[src/rtl/wbs_ctrl_if.sv]
// Wishbone classic slave-side bus bundle between the management SoC and the ANN bridge.
interface wbs_ctrl_if;
    logic        wbs_stb_i;
    logic        wbs_cyc_i;
    logic        wbs_we_i;
    logic [3:0]  wbs_sel_i;
    logic [31:0] wbs_dat_i;
    logic [31:0] wbs_adr_i;
    logic        wbs_ack_o;
    logic [31:0] wbs_dat_o;

    modport slave (
        input  wbs_stb_i, wbs_cyc_i, wbs_we_i, wbs_sel_i, wbs_dat_i, wbs_adr_i,
        output wbs_ack_o, wbs_dat_o
    );

    modport master (
        output wbs_stb_i, wbs_cyc_i, wbs_we_i, wbs_sel_i, wbs_dat_i, wbs_adr_i,
        input  wbs_ack_o, wbs_dat_o
    );
endinterface

[src/rtl/wbs_ctrl.sv]
// Wishbone slave bridge: control registers, query/leaf/best SRAM ports and node registers,
// with 55/64-bit memory words split into 32-bit lower/upper halves.
module wbs_ctrl #(
    parameter int DATA_WIDTH = 11,
    parameter int LEAF_SIZE  = 8,
    parameter int PATCH_SIZE = 5,
    parameter int ROW_SIZE   = 24,
    parameter int COL_SIZE   = 17,
    parameter int K          = 4,
    parameter int NUM_LEAVES = 64,
    localparam int PW      = DATA_WIDTH * PATCH_SIZE,
    localparam int QP_AW   = $clog2(ROW_SIZE * COL_SIZE),
    localparam int LEAF_AW = $clog2(NUM_LEAVES),
    localparam int BANK_W  = $clog2(LEAF_SIZE)
) (
    input  logic                  wb_clk_i,
    input  logic                  rst_n,
    wbs_ctrl_if.slave             wb,
    output logic                  wbs_mode,
    output logic                  wbs_debug,
    output logic                  wbs_qp_mem_csb0,
    output logic                  wbs_qp_mem_web0,
    output logic [QP_AW-1:0]      wbs_qp_mem_addr0,
    output logic [PW-1:0]         wbs_qp_mem_wpatch0,
    input  logic [PW-1:0]         wbs_qp_mem_rpatch0,
    output logic [LEAF_SIZE-1:0]  wbs_leaf_mem_csb0,
    output logic [LEAF_SIZE-1:0]  wbs_leaf_mem_web0,
    output logic [LEAF_AW-1:0]    wbs_leaf_mem_addr0,
    output logic [63:0]           wbs_leaf_mem_wleaf0,
    input  logic [63:0]           wbs_leaf_mem_rleaf0 [LEAF_SIZE],
    output logic                  wbs_node_mem_web,
    output logic [31:0]           wbs_node_mem_addr,
    output logic [31:0]           wbs_node_mem_wdata,
    input  logic [31:0]           wbs_node_mem_rdata,
    output logic                  wbs_best_arr_csb1,
    output logic [7:0]            wbs_best_arr_addr1,
    input  logic [63:0]           wbs_best_arr_rdata1
);

    localparam logic [1:0] IDLE = 2'd0;
    localparam logic [1:0] MEM  = 2'd1;
    localparam logic [1:0] WAIT = 2'd2;
    localparam logic [1:0] ACK  = 2'd3;

    localparam logic [15:0] RG_REG  = 16'h3000;
    localparam logic [15:0] RG_QP   = 16'h3001;
    localparam logic [15:0] RG_LEAF = 16'h3002;
    localparam logic [15:0] RG_BEST = 16'h3003;
    localparam logic [15:0] RG_NODE = 16'h3004;

    logic [1:0]           state;
    logic [31:0]          adr_q;
    logic                 we_q;
    logic [31:0]          lo_buf;
    logic [LEAF_SIZE-1:0] bank_oh;
    logic [63:0]          rleaf_sel;
    logic                 req;
    logic                 unused_bits;

    assign req         = wb.wbs_cyc_i & wb.wbs_stb_i;
    assign bank_oh     = {{(LEAF_SIZE-1){1'b0}}, 1'b1} << wb.wbs_adr_i[3 +: BANK_W];
    assign rleaf_sel   = wbs_leaf_mem_rleaf0[adr_q[3 +: BANK_W]];
    assign unused_bits = ^{wb.wbs_sel_i, (K > 0)};

    always_ff @(posedge wb_clk_i or negedge rst_n) begin
        if (!rst_n) begin
            state              <= IDLE;
            adr_q              <= '0;
            we_q               <= 1'b0;
            lo_buf             <= '0;
            wbs_mode           <= 1'b0;
            wbs_debug          <= 1'b0;
            wb.wbs_ack_o       <= 1'b0;
            wb.wbs_dat_o       <= '0;
            wbs_qp_mem_csb0    <= 1'b1;
            wbs_qp_mem_web0    <= 1'b1;
            wbs_qp_mem_addr0   <= '0;
            wbs_qp_mem_wpatch0 <= '0;
            wbs_leaf_mem_csb0  <= '1;
            wbs_leaf_mem_web0  <= '1;
            wbs_leaf_mem_addr0 <= '0;
            wbs_leaf_mem_wleaf0<= '0;
            wbs_node_mem_web   <= 1'b0;
            wbs_node_mem_addr  <= '0;
            wbs_node_mem_wdata <= '0;
            wbs_best_arr_csb1  <= 1'b1;
            wbs_best_arr_addr1 <= '0;
        end else begin
            // Strobes only live for the single MEM cycle; everything else re-idles here.
            wb.wbs_ack_o      <= 1'b0;
            wbs_qp_mem_csb0   <= 1'b1;
            wbs_qp_mem_web0   <= 1'b1;
            wbs_leaf_mem_csb0 <= '1;
            wbs_leaf_mem_web0 <= '1;
            wbs_node_mem_web  <= 1'b0;
            wbs_best_arr_csb1 <= 1'b1;
            case (state)
                IDLE: if (req) begin
                    adr_q <= wb.wbs_adr_i;
                    we_q  <= wb.wbs_we_i;
                    state <= ACK;
                    wb.wbs_ack_o <= 1'b1;
                    case (wb.wbs_adr_i[31:16])
                        RG_REG: begin
                            if (wb.wbs_we_i) begin
                                if (wb.wbs_adr_i[15:0] == 16'h0000) wbs_mode  <= wb.wbs_dat_i[0];
                                if (wb.wbs_adr_i[15:0] == 16'h0004) wbs_debug <= wb.wbs_dat_i[0];
                            end else begin
                                case (wb.wbs_adr_i[15:0])
                                    16'h0000: wb.wbs_dat_o <= {31'b0, wbs_mode};
                                    16'h0004: wb.wbs_dat_o <= {31'b0, wbs_debug};
                                    default:  wb.wbs_dat_o <= '0;
                                endcase
                            end
                        end
                        RG_QP: begin
                            if (wb.wbs_we_i && !wb.wbs_adr_i[2]) begin
                                lo_buf <= wb.wbs_dat_i;
                            end else begin
                                state            <= MEM;
                                wb.wbs_ack_o     <= 1'b0;
                                wbs_qp_mem_csb0  <= 1'b0;
                                wbs_qp_mem_web0  <= ~wb.wbs_we_i;
                                wbs_qp_mem_addr0 <= wb.wbs_adr_i[3 +: QP_AW];
                                if (wb.wbs_we_i) wbs_qp_mem_wpatch0 <= {wb.wbs_dat_i[PW-33:0], lo_buf};
                            end
                        end
                        RG_LEAF: begin
                            if (wb.wbs_we_i && !wb.wbs_adr_i[2]) begin
                                lo_buf <= wb.wbs_dat_i;
                            end else begin
                                state              <= MEM;
                                wb.wbs_ack_o       <= 1'b0;
                                wbs_leaf_mem_csb0  <= ~bank_oh;
                                wbs_leaf_mem_web0  <= wb.wbs_we_i ? ~bank_oh : '1;
                                wbs_leaf_mem_addr0 <= wb.wbs_adr_i[3+BANK_W +: LEAF_AW];
                                if (wb.wbs_we_i) wbs_leaf_mem_wleaf0 <= {wb.wbs_dat_i, lo_buf};
                            end
                        end
                        RG_BEST: begin
                            if (!wb.wbs_we_i) begin
                                state              <= MEM;
                                wb.wbs_ack_o       <= 1'b0;
                                wbs_best_arr_csb1  <= 1'b0;
                                wbs_best_arr_addr1 <= wb.wbs_adr_i[10:3];
                            end
                        end
                        RG_NODE: begin
                            state             <= MEM;
                            wb.wbs_ack_o      <= 1'b0;
                            wbs_node_mem_addr <= {24'b0, wb.wbs_adr_i[7:0]};
                            if (wb.wbs_we_i) begin
                                wbs_node_mem_web   <= 1'b1;
                                wbs_node_mem_wdata <= wb.wbs_dat_i;
                            end
                        end
                        default: if (!wb.wbs_we_i) wb.wbs_dat_o <= '0;
                    endcase
                end
                MEM: begin
                    state <= we_q ? ACK : WAIT;
                    wb.wbs_ack_o <= we_q;
                end
                WAIT: begin
                    state        <= ACK;
                    wb.wbs_ack_o <= 1'b1;
                    case (adr_q[31:16])
                        RG_QP:   wb.wbs_dat_o <= adr_q[2] ? 32'(wbs_qp_mem_rpatch0[PW-1:32])
                                                          : wbs_qp_mem_rpatch0[31:0];
                        RG_LEAF: wb.wbs_dat_o <= adr_q[2] ? rleaf_sel[63:32] : rleaf_sel[31:0];
                        RG_BEST: wb.wbs_dat_o <= adr_q[2] ? wbs_best_arr_rdata1[63:32]
                                                          : wbs_best_arr_rdata1[31:0];
                        RG_NODE: wb.wbs_dat_o <= wbs_node_mem_rdata;
                        default: wb.wbs_dat_o <= '0;
                    endcase
                end
                default: state <= IDLE;
            endcase
        end
    end

endmodule

[src/flat_wrapper.sv]
// flat-port wrapper written by rule: the top's interface ports become plain ports
module wbs_ctrl_flat 
#(
    parameter int DATA_WIDTH = 11,
    parameter int LEAF_SIZE  = 8,
    parameter int PATCH_SIZE = 5,
    parameter int ROW_SIZE   = 24,
    parameter int COL_SIZE   = 17,
    parameter int K          = 4,
    parameter int NUM_LEAVES = 64,
    localparam int PW      = DATA_WIDTH * PATCH_SIZE,
    localparam int QP_AW   = $clog2(ROW_SIZE * COL_SIZE),
    localparam int LEAF_AW = $clog2(NUM_LEAVES),
    localparam int BANK_W  = $clog2(LEAF_SIZE)
)
  (wb_clk_i, rst_n, wbs_mode, wbs_debug, wbs_qp_mem_csb0, wbs_qp_mem_web0, wbs_qp_mem_addr0, wbs_qp_mem_wpatch0, wbs_qp_mem_rpatch0, wbs_leaf_mem_csb0, wbs_leaf_mem_web0, wbs_leaf_mem_addr0, wbs_leaf_mem_wleaf0, wbs_leaf_mem_rleaf0, wbs_node_mem_web, wbs_node_mem_addr, wbs_node_mem_wdata, wbs_node_mem_rdata, wbs_best_arr_csb1, wbs_best_arr_addr1, wbs_best_arr_rdata1, wb_wbs_stb_i, wb_wbs_cyc_i, wb_wbs_we_i, wb_wbs_sel_i, wb_wbs_dat_i, wb_wbs_adr_i, wb_wbs_ack_o, wb_wbs_dat_o);
  wbs_ctrl_if wb_i ();
  input  logic wb_clk_i;
  input  logic rst_n;
  output logic wbs_mode;
  output logic wbs_debug;
  output logic wbs_qp_mem_csb0;
  output logic wbs_qp_mem_web0;
  output logic [QP_AW-1:0] wbs_qp_mem_addr0;
  output logic [PW-1:0] wbs_qp_mem_wpatch0;
  input  logic [PW-1:0] wbs_qp_mem_rpatch0;
  output logic [LEAF_SIZE-1:0] wbs_leaf_mem_csb0;
  output logic [LEAF_SIZE-1:0] wbs_leaf_mem_web0;
  output logic [LEAF_AW-1:0] wbs_leaf_mem_addr0;
  output logic [63:0] wbs_leaf_mem_wleaf0;
  input  logic [63:0] wbs_leaf_mem_rleaf0[LEAF_SIZE];
  output logic wbs_node_mem_web;
  output logic [31:0] wbs_node_mem_addr;
  output logic [31:0] wbs_node_mem_wdata;
  input  logic [31:0] wbs_node_mem_rdata;
  output logic wbs_best_arr_csb1;
  output logic [7:0] wbs_best_arr_addr1;
  input  logic [63:0] wbs_best_arr_rdata1;
  input wire logic [$bits(wb_i.wbs_stb_i)-1:0] wb_wbs_stb_i;
  input wire logic [$bits(wb_i.wbs_cyc_i)-1:0] wb_wbs_cyc_i;
  input wire logic [$bits(wb_i.wbs_we_i)-1:0] wb_wbs_we_i;
  input wire logic [$bits(wb_i.wbs_sel_i)-1:0] wb_wbs_sel_i;
  input wire logic [$bits(wb_i.wbs_dat_i)-1:0] wb_wbs_dat_i;
  input wire logic [$bits(wb_i.wbs_adr_i)-1:0] wb_wbs_adr_i;
  output wire logic [$bits(wb_i.wbs_ack_o)-1:0] wb_wbs_ack_o;
  output wire logic [$bits(wb_i.wbs_dat_o)-1:0] wb_wbs_dat_o;
  assign wb_i.wbs_stb_i = wb_wbs_stb_i;
  assign wb_i.wbs_cyc_i = wb_wbs_cyc_i;
  assign wb_i.wbs_we_i = wb_wbs_we_i;
  assign wb_i.wbs_sel_i = wb_wbs_sel_i;
  assign wb_i.wbs_dat_i = wb_wbs_dat_i;
  assign wb_i.wbs_adr_i = wb_wbs_adr_i;
  assign wb_wbs_ack_o = wb_i.wbs_ack_o;
  assign wb_wbs_dat_o = wb_i.wbs_dat_o;
  wbs_ctrl #(.DATA_WIDTH(DATA_WIDTH), .LEAF_SIZE(LEAF_SIZE), .PATCH_SIZE(PATCH_SIZE), .ROW_SIZE(ROW_SIZE), .COL_SIZE(COL_SIZE), .K(K), .NUM_LEAVES(NUM_LEAVES)) u_core (.wb_clk_i(wb_clk_i), .rst_n(rst_n), .wb(wb_i), .wbs_mode(wbs_mode), .wbs_debug(wbs_debug), .wbs_qp_mem_csb0(wbs_qp_mem_csb0), .wbs_qp_mem_web0(wbs_qp_mem_web0), .wbs_qp_mem_addr0(wbs_qp_mem_addr0), .wbs_qp_mem_wpatch0(wbs_qp_mem_wpatch0), .wbs_qp_mem_rpatch0(wbs_qp_mem_rpatch0), .wbs_leaf_mem_csb0(wbs_leaf_mem_csb0), .wbs_leaf_mem_web0(wbs_leaf_mem_web0), .wbs_leaf_mem_addr0(wbs_leaf_mem_addr0), .wbs_leaf_mem_wleaf0(wbs_leaf_mem_wleaf0), .wbs_leaf_mem_rleaf0(wbs_leaf_mem_rleaf0), .wbs_node_mem_web(wbs_node_mem_web), .wbs_node_mem_addr(wbs_node_mem_addr), .wbs_node_mem_wdata(wbs_node_mem_wdata), .wbs_node_mem_rdata(wbs_node_mem_rdata), .wbs_best_arr_csb1(wbs_best_arr_csb1), .wbs_best_arr_addr1(wbs_best_arr_addr1), .wbs_best_arr_rdata1(wbs_best_arr_rdata1));
endmodule
[config.mk]
export PLATFORM = sky130hd
export DESIGN_NAME = wbs_ctrl_flat
export DESIGN_NICKNAME = d
export VERILOG_FILES = /design/src/rtl/wbs_ctrl_if.sv /design/src/rtl/wbs_ctrl.sv /design/src/flat_wrapper.sv
export SDC_FILE = /design/constraint.sdc
export NUM_CORES = 1
export LEC_CHECK = 0
export BUFFER_PORTS_ARGS = -buffer_cell sky130_fd_sc_hd__buf_4
export CAP_MARGIN = 20
export CORE_AREA = 2 2 384 386
export CTS_BUF_LIST = sky130_fd_sc_hd__clkbuf_16
export CTS_CLUSTER_DIAMETER = 60
export DETAILED_ROUTE_END_ITERATION = 6
export DIE_AREA = 0 0 386 388
export PLACE_DENSITY = 0.39
export SKIP_LAST_GASP = 1
export SLEW_MARGIN = 20
export SYNTH_ARGS = -nofsm -noshare
export SYNTH_HDL_FRONTEND = slang
export SYNTH_SLANG_ARGS = --single-unit
[constraint.sdc]
create_clock -name wb_clk_i -period 3.2 [get_ports wb_clk_i]
set_input_delay 0.16 -clock wb_clk_i [delete_from_list [all_inputs] [get_ports wb_clk_i]]
set_output_delay 0.16 -clock wb_clk_i [all_outputs]
set_load 0.01 [all_outputs]
==> impl_table.tex, run 1 <==
\begin{tabular}{lr}
\hline
Metric & Value \\
\hline
\multicolumn{2}{l}{\textbf{Synth}} \\
Synthesis warning total & 0 \\
Netlist area before placement & 0.0165 mm\^{}2 \\
Top cell type by total area after synthesis & dfrtp\_1 \\
Cell variety after synth & 53 \\
Post-synthesis cell count & 1,113 \\
Most frequently used cell type in the post-synthesis netlist & dfrtp\_1 \\
Main combinational cell family by area after synthesis & multiplexers \\
Share of the synthesized area in compound gates (AO/OA/AOI/OAI) & 0.0541 \\
Count of flip-flops with a built-in enable after synthesis & 0 \\
Post-synthesis sequential area ratio & 0.445 \\
Number of synthesized register bits & 292 \\
Share of synthesized cell area in full adder, half adder and majority cells & 0.00304 \\
Avg Cell Area, Syn & 14.8 um\^{}2 \\
Post-synthesis xor/xnor area fraction & 0.000532 \\
Dominant register cell in the synthesized netlist & dfrtp\_1 \\
Simple-gate portion of the synthesized area & 0.0405 \\
Mux share of post-synthesis cell area & 0.414 \\
Most common library cells after synthesis & 273 x dfrtp\_1, 187 x mux2\_2, 174 x mux4\_2 \\
Fraction of synthesis flops using an asynchronous set or reset pin & 1.00 \\
Share of the synthesized area in the top cell type & 0.415 \\
Cell types occupying the most area after synthesis & dfrtp\_1 41\%, mux4\_2 24\%, mux2\_2 13\% \\
\multicolumn{2}{l}{\textbf{Final layout}} \\
Area growth from synthesis to layout & 74.8\% \\
Fraction of layout instances using a drive strength above 1 & 0.673 \\
Final nets & 2,922 \\
Final instance area & 0.0288 mm\^{}2 \\
Post-layout instance count excluding filler cells & 4,167 \\
\multicolumn{2}{l}{\textbf{Setup path}} \\
Type of origin of the critical path & register \\
Startpoint of the most critical register-to-register path & u\_core.state[0] \\
Element type at the critical path end & register \\
Category of the critical setup timing path & register to register \\
Origin of the worst setup path & u\_core.state[0] \\
CP max FO & 14 \\
Endpoint of the worst register-to-register path & u\_core.wbs\_leaf\_mem\_csb0[7] \\
Cells on worst reg2reg path & 9 \\
Signal arrival time at the worst endpoint & 3.43 ns \\
R2R setup slack & 0.30 ns \\
Crit path to & u\_core.wbs\_leaf\_mem\_csb0[7] \\
Data required time of the worst path & 3.73 ns \\
\multicolumn{2}{l}{\textbf{Floorplanning}} \\
Initial Util & 0.113 \\
Die outline width & 386 um \\
Number of standard-cell rows in the floorplan & 140 \\
Floorplan core area & 0.145 mm\^{}2 \\
Die extent in y & 388 um \\
Total die area & 0.150 mm\^{}2 \\
Total I/O pin count & 997 \\
\multicolumn{2}{l}{\textbf{Placed design}} \\
Instance area after placement & 0.0262 mm\^{}2 \\
Placed wire-length estimate after detailed placement & 101,000 um \\
Placed cell count & 3,960 \\
Final weighted congestion in routability-driven placement & 0.907 \\
Count of buffers inserted at the top-level ports & 968 \\
Post-Place Setup Slack & 0.470 ns \\
\multicolumn{2}{l}{\textbf{Power}} \\
Cell Pwr Density & 572 mW/mm\^{}2 \\
Leak Pwr & 0.0135 uW \\
Peak ir drop on the vdd network & 0.361 mV \\
Design Power & 16,500 uW \\
\multicolumn{2}{l}{\textbf{Clocking}} \\
Setup Buffers After CTS & 0 \\
Clock insertion delay at the later pin of the skew report & 0.62 ns \\
Clock Tree Buf Depth & 3 \\
TritonCTS clock tree & done \\
CTS sink count & 292 \\
Number of instances resized during post-cts repair & 0 \\
Htree depth & 2 \\
Cell chosen for the clock root & clkbuf\_16 \\
Total CTS buffers & 51 \\
Clk slew on worst S/H paths & 0.06 ns \\
\multicolumn{2}{l}{\textbf{Status}} \\
Run status & finished clean \\
\multicolumn{2}{l}{\textbf{Global routing}} \\
Wire length of the first global-routing pass & 154,000 um \\
Tot GR Track Use & 0.153 \\
Pin count of the biggest net entering global routing & 84 \\
Number of antenna violations at the first check in global routing & 104 \\
Global route total overflow & 0 \\
Vias in the first global route & 16.3k \\
\multicolumn{2}{l}{\textbf{STA}} \\
RSZ-0062 raised after global routing & no \\
Final setup fails & 0 \\
Final number of hold-violating endpoints & 0 \\
Number of pins exceeding their max-slew limit in the final report & 0 \\
Setup total negative slack & 0 ns \\
Crit path setup slack, layout & 0.305 ns \\
Worst slew margin & 0.425 \\
Worst clock skew & 0.0200 ns \\
Fmax & 345 MHz \\
Clock period minus worst slack & 2.90 ns \\
Fin crit share & 0.905 \\
Actual slew at the worst max-slew pin & 0.862 ns \\
\multicolumn{2}{l}{\textbf{Hold path}} \\
Number of cells traversed by the worst hold path & 4 \\
Hold crit path type & input port to register \\
\multicolumn{2}{l}{\textbf{Drt}} \\
Final ANT Viol Nets & 0 \\
Number of DRC markers in iteration 0 & 937 \\
Post-route DRC & 0 \\
Post-detailed-routing wire length & 119,000 um \\
Pre-antenna DRT Iters & 4 \\
Routed wire per std cell & 28.5 um \\
Ratio of routed vias to standard cells & 3.71 \\
Total via count in the routed design & 15.5k \\
\multicolumn{2}{l}{\textbf{Run}} \\
Max-capacitance violation count & 0 \\
\hline
\end{tabular}
## cell families after synthesis
family / after synthesis
XOR/XNOR: 1
AND/OR/NAND/NOR: 111
flip-flops: 292
AO/OA/AOI/OAI: 125
buffers and inverters: 147
other: 1
adder cells (fa/ha/maj): 4
multiplexers: 432
## critical path, cell delays in order, from the launching register on
cell           delay, ns
dfrtp_1             0.41
inv_1               0.09
ha_1                0.38
nand3_2             0.16
nor3_4              0.30
nand2_1             0.22
nor3_4              0.18
buf_4               0.32
nand4_1             0.14
dlygate4sd3_1       0.59
## through the flow
stage | hold WS [ns] | util
after floorplan | -0.136 | -
after global placement | 0.274 | 0.181
after detailed placement | 0.255 | 0.181
after CTS | 0.00823 | 0.198
after global routing | 0.0315 | 0.198
final | 0.0317 | 0.198
## cell type report
class                      count  area [um^2]
timing repair buffer        1107         8660
tap                         1917         2400
antenna                       25         62.6
inverter                      33          124
multi-input combinational    697         8570
fill                       15800       116000
clock inverter                45          338
sequential                   292         7350
clock buffer                  51         1280
## worst min-delay path by stage
stage	start	to	slack, ns
4_1_cts	wbs_node_mem_rdata[30]	u_core.wb.wbs_dat_o[30]	0.008
5_1_grt	wbs_node_mem_rdata[30]	u_core.wb.wbs_dat_o[30]	0.03
6_report	wbs_node_mem_rdata[18]	u_core.wb.wbs_dat_o[18]	0.03
2_1_floorplan	rst_n	u_core.adr_q[16]	-0.14
3_3_place_gp	rst_n	u_core.wbs_leaf_mem_wleaf0[51]	0.27
3_5_place_dp	rst_n	u_core.wbs_leaf_mem_wleaf0[45]	0.26
## report_power, final
| part | switching, uW | total (uW) | internal, uW |
|---|---|---|---|
| clock network | 2170 | 5200 | 3030 |
| logic | 3100 | 6780 | 3680 |
| registers | 583 | 4470 | 3890 |
## sequential cells by signal, summed over array words and instances, names as in the netlist, 2 cells and up
register and cells:
u_core.wbs_leaf_mem_addr0 6, u_core.wbs_best_arr_addr1 8, u_core.wbs_leaf_mem_wleaf0 64, u_core.wbs_node_mem_addr 8
u_core.wb.wbs_dat_o 32, u_core.wbs_leaf_mem_web0 8, u_core.wbs_node_mem_wdata 32, u_core.state 2
u_core.wbs_qp_mem_wpatch0 55, u_core.lo_buf 32, u_core.adr_q 20, u_core.wbs_leaf_mem_csb0 8
u_core.wbs_qp_mem_addr0 9
## per-layer routing
layer,track usage,part of all wire,routed length [um]
met5,0,0.0022,263
met4,0.0491,0.042,4960
met3,0.0528,0.083,9860
met2,0.267,0.49,58700
met1,0.173,0.38,44800
## cell usage in the layout, fill, tap and decap left out, types with 11 or more instances in the layout
cell type	n
a21oi_1	11
dfrtp_1	268
mux4_2	174
nand3_1	13
a22oi_1	26
mux2_1	60
conb_1	24
inv_1	46
diode_2	25
mux2i_1	11
dfstp_2	19
dlygate4sd3_1	86
buf_4	1010
nand2_1	28
clkbuf_16	51
mux2_2	187
o21ai_0	31
a2bb2oi_1	23
## what timing repair did
| action | 4_1_cts | 5_1_grt |
|---|---|---|
| endpoints found under the hold margin | 265 | 0 |
| setup endpoints to repair | 0 | 0 |
| hold buffers | 86 | 0 |
No activity file was read; power rests on OpenSTA's default activity.
==> run 2: changes to the inputs <==
--- a/config.mk
+++ b/config.mk
@@ -12,7 +12,7 @@
 export CTS_CLUSTER_DIAMETER = 60
 export DETAILED_ROUTE_END_ITERATION = 6
 export DIE_AREA = 0 0 386 388
-export PLACE_DENSITY = 0.39
+export PLACE_DENSITY = 0.37
 export SKIP_LAST_GASP = 1
 export SLEW_MARGIN = 20
 export SYNTH_ARGS = -nofsm -noshare
==> impl_table.tex, run 2 (synthesis gave the netlist of run 1 again) <==
\begin{tabular}{lr}
\hline
Metric & Value \\
\hline
\multicolumn{2}{l}{\textbf{STA}} \\
Actual slew at the worst max-slew pin & 1.02 ns (+0.156 ns) \\
Setup total negative slack & 0 ns (unchanged) \\
Worst slew margin & 0.322 (-0.104) \\
Final number of hold-violating endpoints & 0 (unchanged) \\
RSZ-0062 raised after global routing & no \\
Clock period minus worst slack & 2.98 ns (+0.0888 ns) \\
Hold\_ws & 0.0264 ns (-0.00533 ns) \\
Fmax & 335 MHz (-3.0\%) \\
Number of pins exceeding their max-slew limit in the final report & 0 (unchanged) \\
Fin crit share & 0.933 (+0.0278) \\
Final setup fails & 0 (unchanged) \\
Worst clock skew & 0.0366 ns (+0.0166 ns) \\
\multicolumn{2}{l}{\textbf{Drt}} \\
Post-detailed-routing wire length & 117,000 um (-1.0\%) \\
Routed wire per std cell & 28.2 um (-0.99\%) \\
Post-route DRC & 0 (unchanged) \\
Pre-antenna DRT Iters & 7 (+3) \\
Total via count in the routed design & 15.4k (-0.30\%) \\
Ratio of routed vias to standard cells & 3.70 (-0.28\%) \\
Final ANT Viol Nets & 0 (unchanged) \\
Number of DRC markers in iteration 0 & 768 (-18\%) \\
\multicolumn{2}{l}{\textbf{Final layout}} \\
Most used cells in the layout excluding fill and tap cells & 1,008 x buf\_4, 268 x dfrtp\_1, 187 x mux2\_2 \\
Most common library cell in the layout ignoring fill and taps & buf\_4 \\
Largest register FFs & 64 (unchanged) \\
Final nets & 2,927 (+0.17\%) \\
Fraction of layout instances using a drive strength above 1 & 0.673 (about the same) \\
Top reg by flops & u\_core.wbs\_leaf\_mem\_wleaf0 \\
Top Registers & u\_core.wbs\_leaf\_mem\_wleaf0 (64), u\_core.wbs\_qp\_mem\_wpatch0 (55) \\
Area growth from synthesis to layout & 75.4\% \\
\multicolumn{2}{l}{\textbf{Setup path}} \\
Cell with the most instances on the worst path & nand3\_1 \\
Signal arrival time at the worst endpoint & 3.55 ns (+0.12 ns) \\
CP max FO & 15 (+1) \\
Category of the critical setup timing path & register to register \\
Cells along the critical path & nor4bb\_1, nand4\_1, nor3b\_4, buf\_4, nand3\_1, a31o\_2, dlygate4sd3\_1, nand3\_1 \\
Worst-path cell with the longest stage delay & dlygate4sd3\_1 \\
CP max stage delay & 0.55 ns (-0.04 ns) \\
Element type at the critical path end & register \\
Data required time of the worst path & 3.77 ns (+0.04 ns) \\
Type of origin of the critical path & register \\
\multicolumn{2}{l}{\textbf{Floorplanning}} \\
Floorplan core area & 0.145 mm\^{}2 (unchanged) \\
Number of standard-cell rows in the floorplan & 140 (unchanged) \\
Total die area & 0.150 mm\^{}2 (unchanged) \\
Total I/O pin count & 997 (unchanged) \\
Die extent in y & 388 um (unchanged) \\
Die outline width & 386 um (unchanged) \\
Initial Util & 0.113 (unchanged) \\
\multicolumn{2}{l}{\textbf{Status}} \\
Run status & finished clean \\
\multicolumn{2}{l}{\textbf{Global routing}} \\
Pin count of the biggest net entering global routing & 86 (+2.4\%) \\
Tot GR Track Use & 0.151 (-0.00163) \\
Wire length of the first global-routing pass & 153,000 um (-0.75\%) \\
Number of antenna violations at the first check in global routing & 87 (-16\%) \\
Global route total overflow & 0 (unchanged) \\
Vias in the first global route & 16.3k (+0.10\%) \\
\multicolumn{2}{l}{\textbf{Clocking}} \\
Cell chosen for the clock root & clkbuf\_16 \\
Number of instances resized during post-cts repair & 0 (unchanged) \\
TritonCTS clock tree & done \\
CTS sink count & 292 (unchanged) \\
Total CTS buffers & 52 (+2.0\%) \\
Htree depth & 2 (unchanged) \\
Clock insertion delay at the later pin of the skew report & 0.63 ns (about the same) \\
Clock Tree Buf Depth & 3 (unchanged) \\
Clk slew on worst S/H paths & 0.05 ns (about the same) \\
\multicolumn{2}{l}{\textbf{Run}} \\
Max-capacitance violation count & 0 (unchanged) \\
\multicolumn{2}{l}{\textbf{Hold path}} \\
Hold crit path type & input port to register \\
\multicolumn{2}{l}{\textbf{Placed design}} \\
Count of buffers inserted at the top-level ports & 968 (unchanged) \\
Placed wire-length estimate after detailed placement & 99,000 um (-2.4\%) \\
Final weighted congestion in routability-driven placement & 0.856 (-5.6\%) \\
\multicolumn{2}{l}{\textbf{Power}} \\
Peak ir drop on the vdd network & 0.357 mV (-1.1\%) \\
Cell Pwr Density & 582 mW/mm\^{}2 (+1.9\%) \\
Leak Pwr & 0.0136 uW (+0.55\%) \\
\hline
\end{tabular}
-- run 2: report_power, final --
part | internal, uW | switching, uW | total [uW]
Sequential | 3890 | 564 | 4450
Combinational | 3750 | 3280 | 7020
Clock | 3110 | 2240 | 5340
Total | 10700 | 6080 | 16800
-- run 2: per-layer routing --
layer | track usage | share of wire | vias to the layer above
li1 | - | - | 6523
met1 | 0.176 | 0.39 | 7850
met2 | 0.265 | 0.51 | 813
met3 | 0.0509 | 0.084 | 201
met4 | 0.0353 | 0.022 | 26
met5 | 0 | 0.0013 | -
-- run 2: layout make-up --
| cell class | count | area [um^2] |
|---|---|---|
| Tap cell | 1917 | 2400 |
| Sequential cell | 292 | 7350 |
| Multi-Input combinational cell | 697 | 8570 |
| Fill cell | 15900 | 116000 |
| Clock inverter | 45 | 358 |
| Clock buffer | 52 | 1300 |
| Inverter | 33 | 124 |
| Timing Repair Buffer | 1111 | 8730 |
| Antenna cell | 19 | 47.5 |
-- run 2: critical path: cells and delay by family, from the launching register on --
| kind | cells | cell delay (ns) |
|---|---|---|
| AOI/OAI and AO/OA | 1 | 0.28 |
| and+or+nand+nor | 5 | 1.42 |
| DFF | 1 | 0.38 |
| buffers and inverters | 2 | 0.84 |
-- run 2: what timing repair did --
action	CTS	global route
hold buffers	89	0
setup buffers	0	0
endpoints found under the hold margin	276	0
-- run 2: final timing paths --
check / from / to / slack, ns / cells after the start
max: u_core.adr_q[27] / u_core.wb.wbs_dat_o[30] / 0.22 / 8
min: wbs_node_mem_rdata[17] / u_core.wb.wbs_dat_o[17] / 0.03 / 4
max reg2reg: u_core.adr_q[27] / u_core.wb.wbs_dat_o[30] / 0.22 / 8
min reg2reg: u_core.wbs_leaf_mem_wleaf0[40] / u_core.wbs_leaf_mem_wleaf0[40] / 0.48 / 1
max in group asynchronous: rst_n / u_core.wbs_leaf_mem_wleaf0[12] / 2.14 / 3
min in group asynchronous: rst_n / u_core.wbs_node_mem_wdata[1] / 0.16 / 2
-- run 2: per-stage QoR --
stage	total power [uW]	area, um^2	std cells	util	worst slack, ns
floorplan	8440	16500	1136	-	0.766
global placement	11600	26300	3961	0.181	0.417
detailed placement	11600	26300	3961	0.181	0.405
CTS	17300	28800	4147	0.199	0.247
global route	17700	28900	4157	0.199	0.0408
finish	16800	28900	4166	0.199	0.216
==> run 3: changes to the inputs <==
--- a/config.mk
+++ b/config.mk
@@ -7,12 +7,14 @@
 export LEC_CHECK = 0
 export BUFFER_PORTS_ARGS = -buffer_cell sky130_fd_sc_hd__buf_4
 export CAP_MARGIN = 20
+export CELL_PAD_IN_SITES_DETAIL_PLACEMENT = 0
+export CELL_PAD_IN_SITES_GLOBAL_PLACEMENT = 1
 export CORE_AREA = 2 2 384 386
 export CTS_BUF_LIST = sky130_fd_sc_hd__clkbuf_16
 export CTS_CLUSTER_DIAMETER = 60
 export DETAILED_ROUTE_END_ITERATION = 6
 export DIE_AREA = 0 0 386 388
-export PLACE_DENSITY = 0.37
+export PLACE_DENSITY = 0.43
 export SKIP_LAST_GASP = 1
 export SLEW_MARGIN = 20
 export SYNTH_ARGS = -nofsm -noshare
==> impl_table.tex, run 3 (synthesis gave the netlist of run 1 again) <==
\begin{tabular}{lr}
\hline
Metric & Value \\
\hline
\multicolumn{2}{l}{\textbf{Power}} \\
Peak ir drop on the vdd network & 0.372 mV (+4.1\%) \\
Leak Pwr & 0.0135 uW (-0.85\%) \\
Cell Pwr Density & 577 mW/mm\^{}2 (-0.90\%) \\
\multicolumn{2}{l}{\textbf{Placed design}} \\
Placed cell count & 3,958 (-0.076\%) \\
Placed wire-length estimate after detailed placement & 112,000 um (+13\%) \\
Count of buffers inserted at the top-level ports & 968 (unchanged) \\
Final weighted congestion in routability-driven placement & 0.907 (+5.9\%) \\
\multicolumn{2}{l}{\textbf{Final layout}} \\
Number of inserted filler cells in the final layout & 15.9k (+0.50\%) \\
Most common library cell in the layout ignoring fill and taps & buf\_4 \\
Top reg by flops & u\_core.wbs\_leaf\_mem\_wleaf0 \\
Area growth from synthesis to layout & 74.7\% \\
Post-layout instance count excluding filler cells & 4,175 (+0.22\%) \\
Multi-input combinational cell area & 0.00856 mm\^{}2 (-0.13\%) \\
Fraction of layout instances using a drive strength above 1 & 0.672 (-0.000704) \\
Most used cells in the layout excluding fill and tap cells & 1,007 x buf\_4, 268 x dfrtp\_1, 187 x mux2\_2 \\
Final nets & 2,916 (-0.38\%) \\
Largest register FFs & 64 (unchanged) \\
Top Registers & u\_core.wbs\_leaf\_mem\_wleaf0 (64), u\_core.wbs\_qp\_mem\_wpatch0 (55) \\
Sequential cell area & 0.00735 mm\^{}2 (unchanged) \\
\multicolumn{2}{l}{\textbf{Floorplanning}} \\
Number of standard-cell rows in the floorplan & 140 (unchanged) \\
Floorplan core area & 0.145 mm\^{}2 (unchanged) \\
Initial Util & 0.113 (unchanged) \\
Total die area & 0.150 mm\^{}2 (unchanged) \\
Die extent in y & 388 um (unchanged) \\
Die outline width & 386 um (unchanged) \\
Total I/O pin count & 997 (unchanged) \\
\multicolumn{2}{l}{\textbf{Setup path}} \\
Bufs and invs on worst path & 3 (+1) \\
CP max stage delay & 0.58 ns (+0.03 ns) \\
Type of origin of the critical path & register \\
Cells along the critical path & inv\_1, ha\_1, nand3\_2, nor3\_4, nand2\_1, nor3\_1, buf\_4, nand4\_1, dlygate4sd3\_1 \\
CP max FO & 8 (-7) \\
Worst-path cell with the longest stage delay & dlygate4sd3\_1 \\
Crit path max-delay family & simple AND/OR/NAND/NOR gates \\
Data required time of the worst path & 3.74 ns (-0.03 ns) \\
Category of the critical setup timing path & register to register \\
Element type at the critical path end & register \\
Signal arrival time at the worst endpoint & 3.36 ns (-0.19 ns) \\
\multicolumn{2}{l}{\textbf{Drt}} \\
Number of DRC markers in iteration 0 & 852 (+11\%) \\
Ratio of routed vias to standard cells & 3.71 (+0.18\%) \\
Pre-antenna DRT Iters & 7 (unchanged) \\
Post-detailed-routing wire length & 129,000 um (+10\%) \\
Post-route DRC & 0 (unchanged) \\
Total via count in the routed design & 15.5k (+0.40\%) \\
Final ANT Viol Nets & 0 (unchanged) \\
Routed wire per std cell & 31.0 um (+10\%) \\
\multicolumn{2}{l}{\textbf{STA}} \\
Worst clock skew & 0.0394 ns (+0.00285 ns) \\
Number of pins exceeding their max-slew limit in the final report & 0 (unchanged) \\
Fmax & 355 MHz (+5.8\%) \\
Actual slew at the worst max-slew pin & 0.966 ns (-0.0511 ns) \\
Final setup fails & 0 (unchanged) \\
RSZ-0062 raised after global routing & no \\
Fin crit share & 0.881 (-0.0511) \\
Setup total negative slack & 0 ns (unchanged) \\
Final number of hold-violating endpoints & 0 (unchanged) \\
Clock period minus worst slack & 2.82 ns (-0.163 ns) \\
Worst slew margin & 0.356 (+0.0341) \\
\multicolumn{2}{l}{\textbf{Global routing}} \\
Tot GR Track Use & 0.167 (+0.0161) \\
Global route total overflow & 0 (unchanged) \\
Wire length of the first global-routing pass & 165,000 um (+8.0\%) \\
Vias in the first global route & 16.4k (+0.43\%) \\
Number of antenna violations at the first check in global routing & 130 (+49\%) \\
Pin count of the biggest net entering global routing & 81 (-5.8\%) \\
\multicolumn{2}{l}{\textbf{Clocking}} \\
TritonCTS clock tree & done \\
CTS sink count & 292 (unchanged) \\
Htree depth & 2 (unchanged) \\
Total CTS buffers & 46 (-12\%) \\
Number of instances resized during post-cts repair & 0 (unchanged) \\
Clock insertion delay at the later pin of the skew report & 0.62 ns (about the same) \\
Clock Tree Buf Depth & 3 (unchanged) \\
Clk slew on worst S/H paths & 0.06 ns (about the same) \\
Cell chosen for the clock root & clkbuf\_16 \\
\multicolumn{2}{l}{\textbf{Hold path}} \\
Hold crit path type & input port to register \\
\multicolumn{2}{l}{\textbf{Run}} \\
Max-capacitance violation count & 0 (unchanged) \\
\multicolumn{2}{l}{\textbf{Status}} \\
Run status & finished clean \\
\hline
\end{tabular}
[run 3: cell types whose count changed in the layout (fill, tap and decap cells not counted), moves of 2 or more]
| cell | before | now |
|---|---|---|
| inv_1 | 46 | 41 |
| dlygate4sd3_1 | 89 | 87 |
| buf_12 | 13 | 11 |
| bufinv_16 | 1 | 5 |
| inv_6 | 9 | 2 |
| clkinv_1 | 5 | 7 |
| diode_2 | 19 | 45 |
| clkbuf_16 | 52 | 46 |
[run 3: path summary, 6_finish.rpt]
| check | startpoint | end | slack (ns) | cells past startpoint |
|---|---|---|---|---|
| max reg2reg | u_core.state[0] | u_core.wbs_leaf_mem_web0[7] | 0.38 | 9 |
| min | wbs_node_mem_rdata[29] | u_core.wb.wbs_dat_o[29] | 0.03 | 4 |
| min reg2reg | u_core.wbs_leaf_mem_wleaf0[20] | u_core.wbs_leaf_mem_wleaf0[20] | 0.48 | 1 |
| max | u_core.state[0] | u_core.wbs_leaf_mem_web0[7] | 0.38 | 9 |
| min in group asynchronous | rst_n | u_core.wbs_leaf_mem_wleaf0[15] | 0.08 | 2 |
| max in group asynchronous | rst_n | u_core.wbs_leaf_mem_wleaf0[5] | 2.24 | 3 |
[run 3: what timing repair did]
action,CTS,global route
hold buffers,87,0
buffers inserted,0,0
hold endpoints to repair,385,0
setup endpoints to repair,0,0
[run 3: worst min-delay path: stages]
cell and delay, ns:
buf_4 0.08, a32oi_1 0.11, a21oi_1 0.17, a211o_1 0.10
[run 3: stage by stage]
stage | power (uW) | hold WS [ns] | setup slack [ns] | area, um^2 | util
after CTS | 17000 | 0.0183 | 0.342 | 28600 | 0.197
final | 16600 | 0.0322 | 0.379 | 28800 | 0.198
after detailed placement | 11600 | 0.157 | 0.338 | 26200 | 0.181
after floorplan | 8440 | -0.136 | 0.766 | 16500 | -
after global placement | 11600 | 0.154 | 0.382 | 26200 | 0.181
after global routing | 17400 | 0.0464 | 0.0928 | 28700 | 0.197
[run 3: layer usage]
| layer | GRT usage | vias up | routed length [um] |
|---|---|---|---|
| met5 | 0 | - | 200 |
| met4 | 0.0389 | 34 | 4460 |
| met3 | 0.0485 | 211 | 9580 |
| met2 | 0.301 | 833 | 65200 |
| met1 | 0.194 | 7879 | 50000 |
| li1 | - | 6517 | - |
[run 3: cell type report]
| class | count | share of cell area |
|---|---|---|
| Tap cell | 1917 | 0.0834 |
| Antenna cell | 45 | 0.00392 |
| Multi-Input combinational cell | 697 | 0.298 |
| Sequential cell | 292 | 0.256 |
| Timing Repair Buffer | 1106 | 0.301 |
| Clock buffer | 46 | 0.0400 |
| Inverter | 33 | 0.00431 |
| Clock inverter | 39 | 0.0137 |
[run 3: power by group]
group | internal [uW] | switching [uW] | leakage, uW
clock | 3070 | 2070 | 0.000785
sequential | 3890 | 500 | 0.00396
combinational | 3740 | 3330 | 0.00873
total | 10700 | 5900 | 0.0135
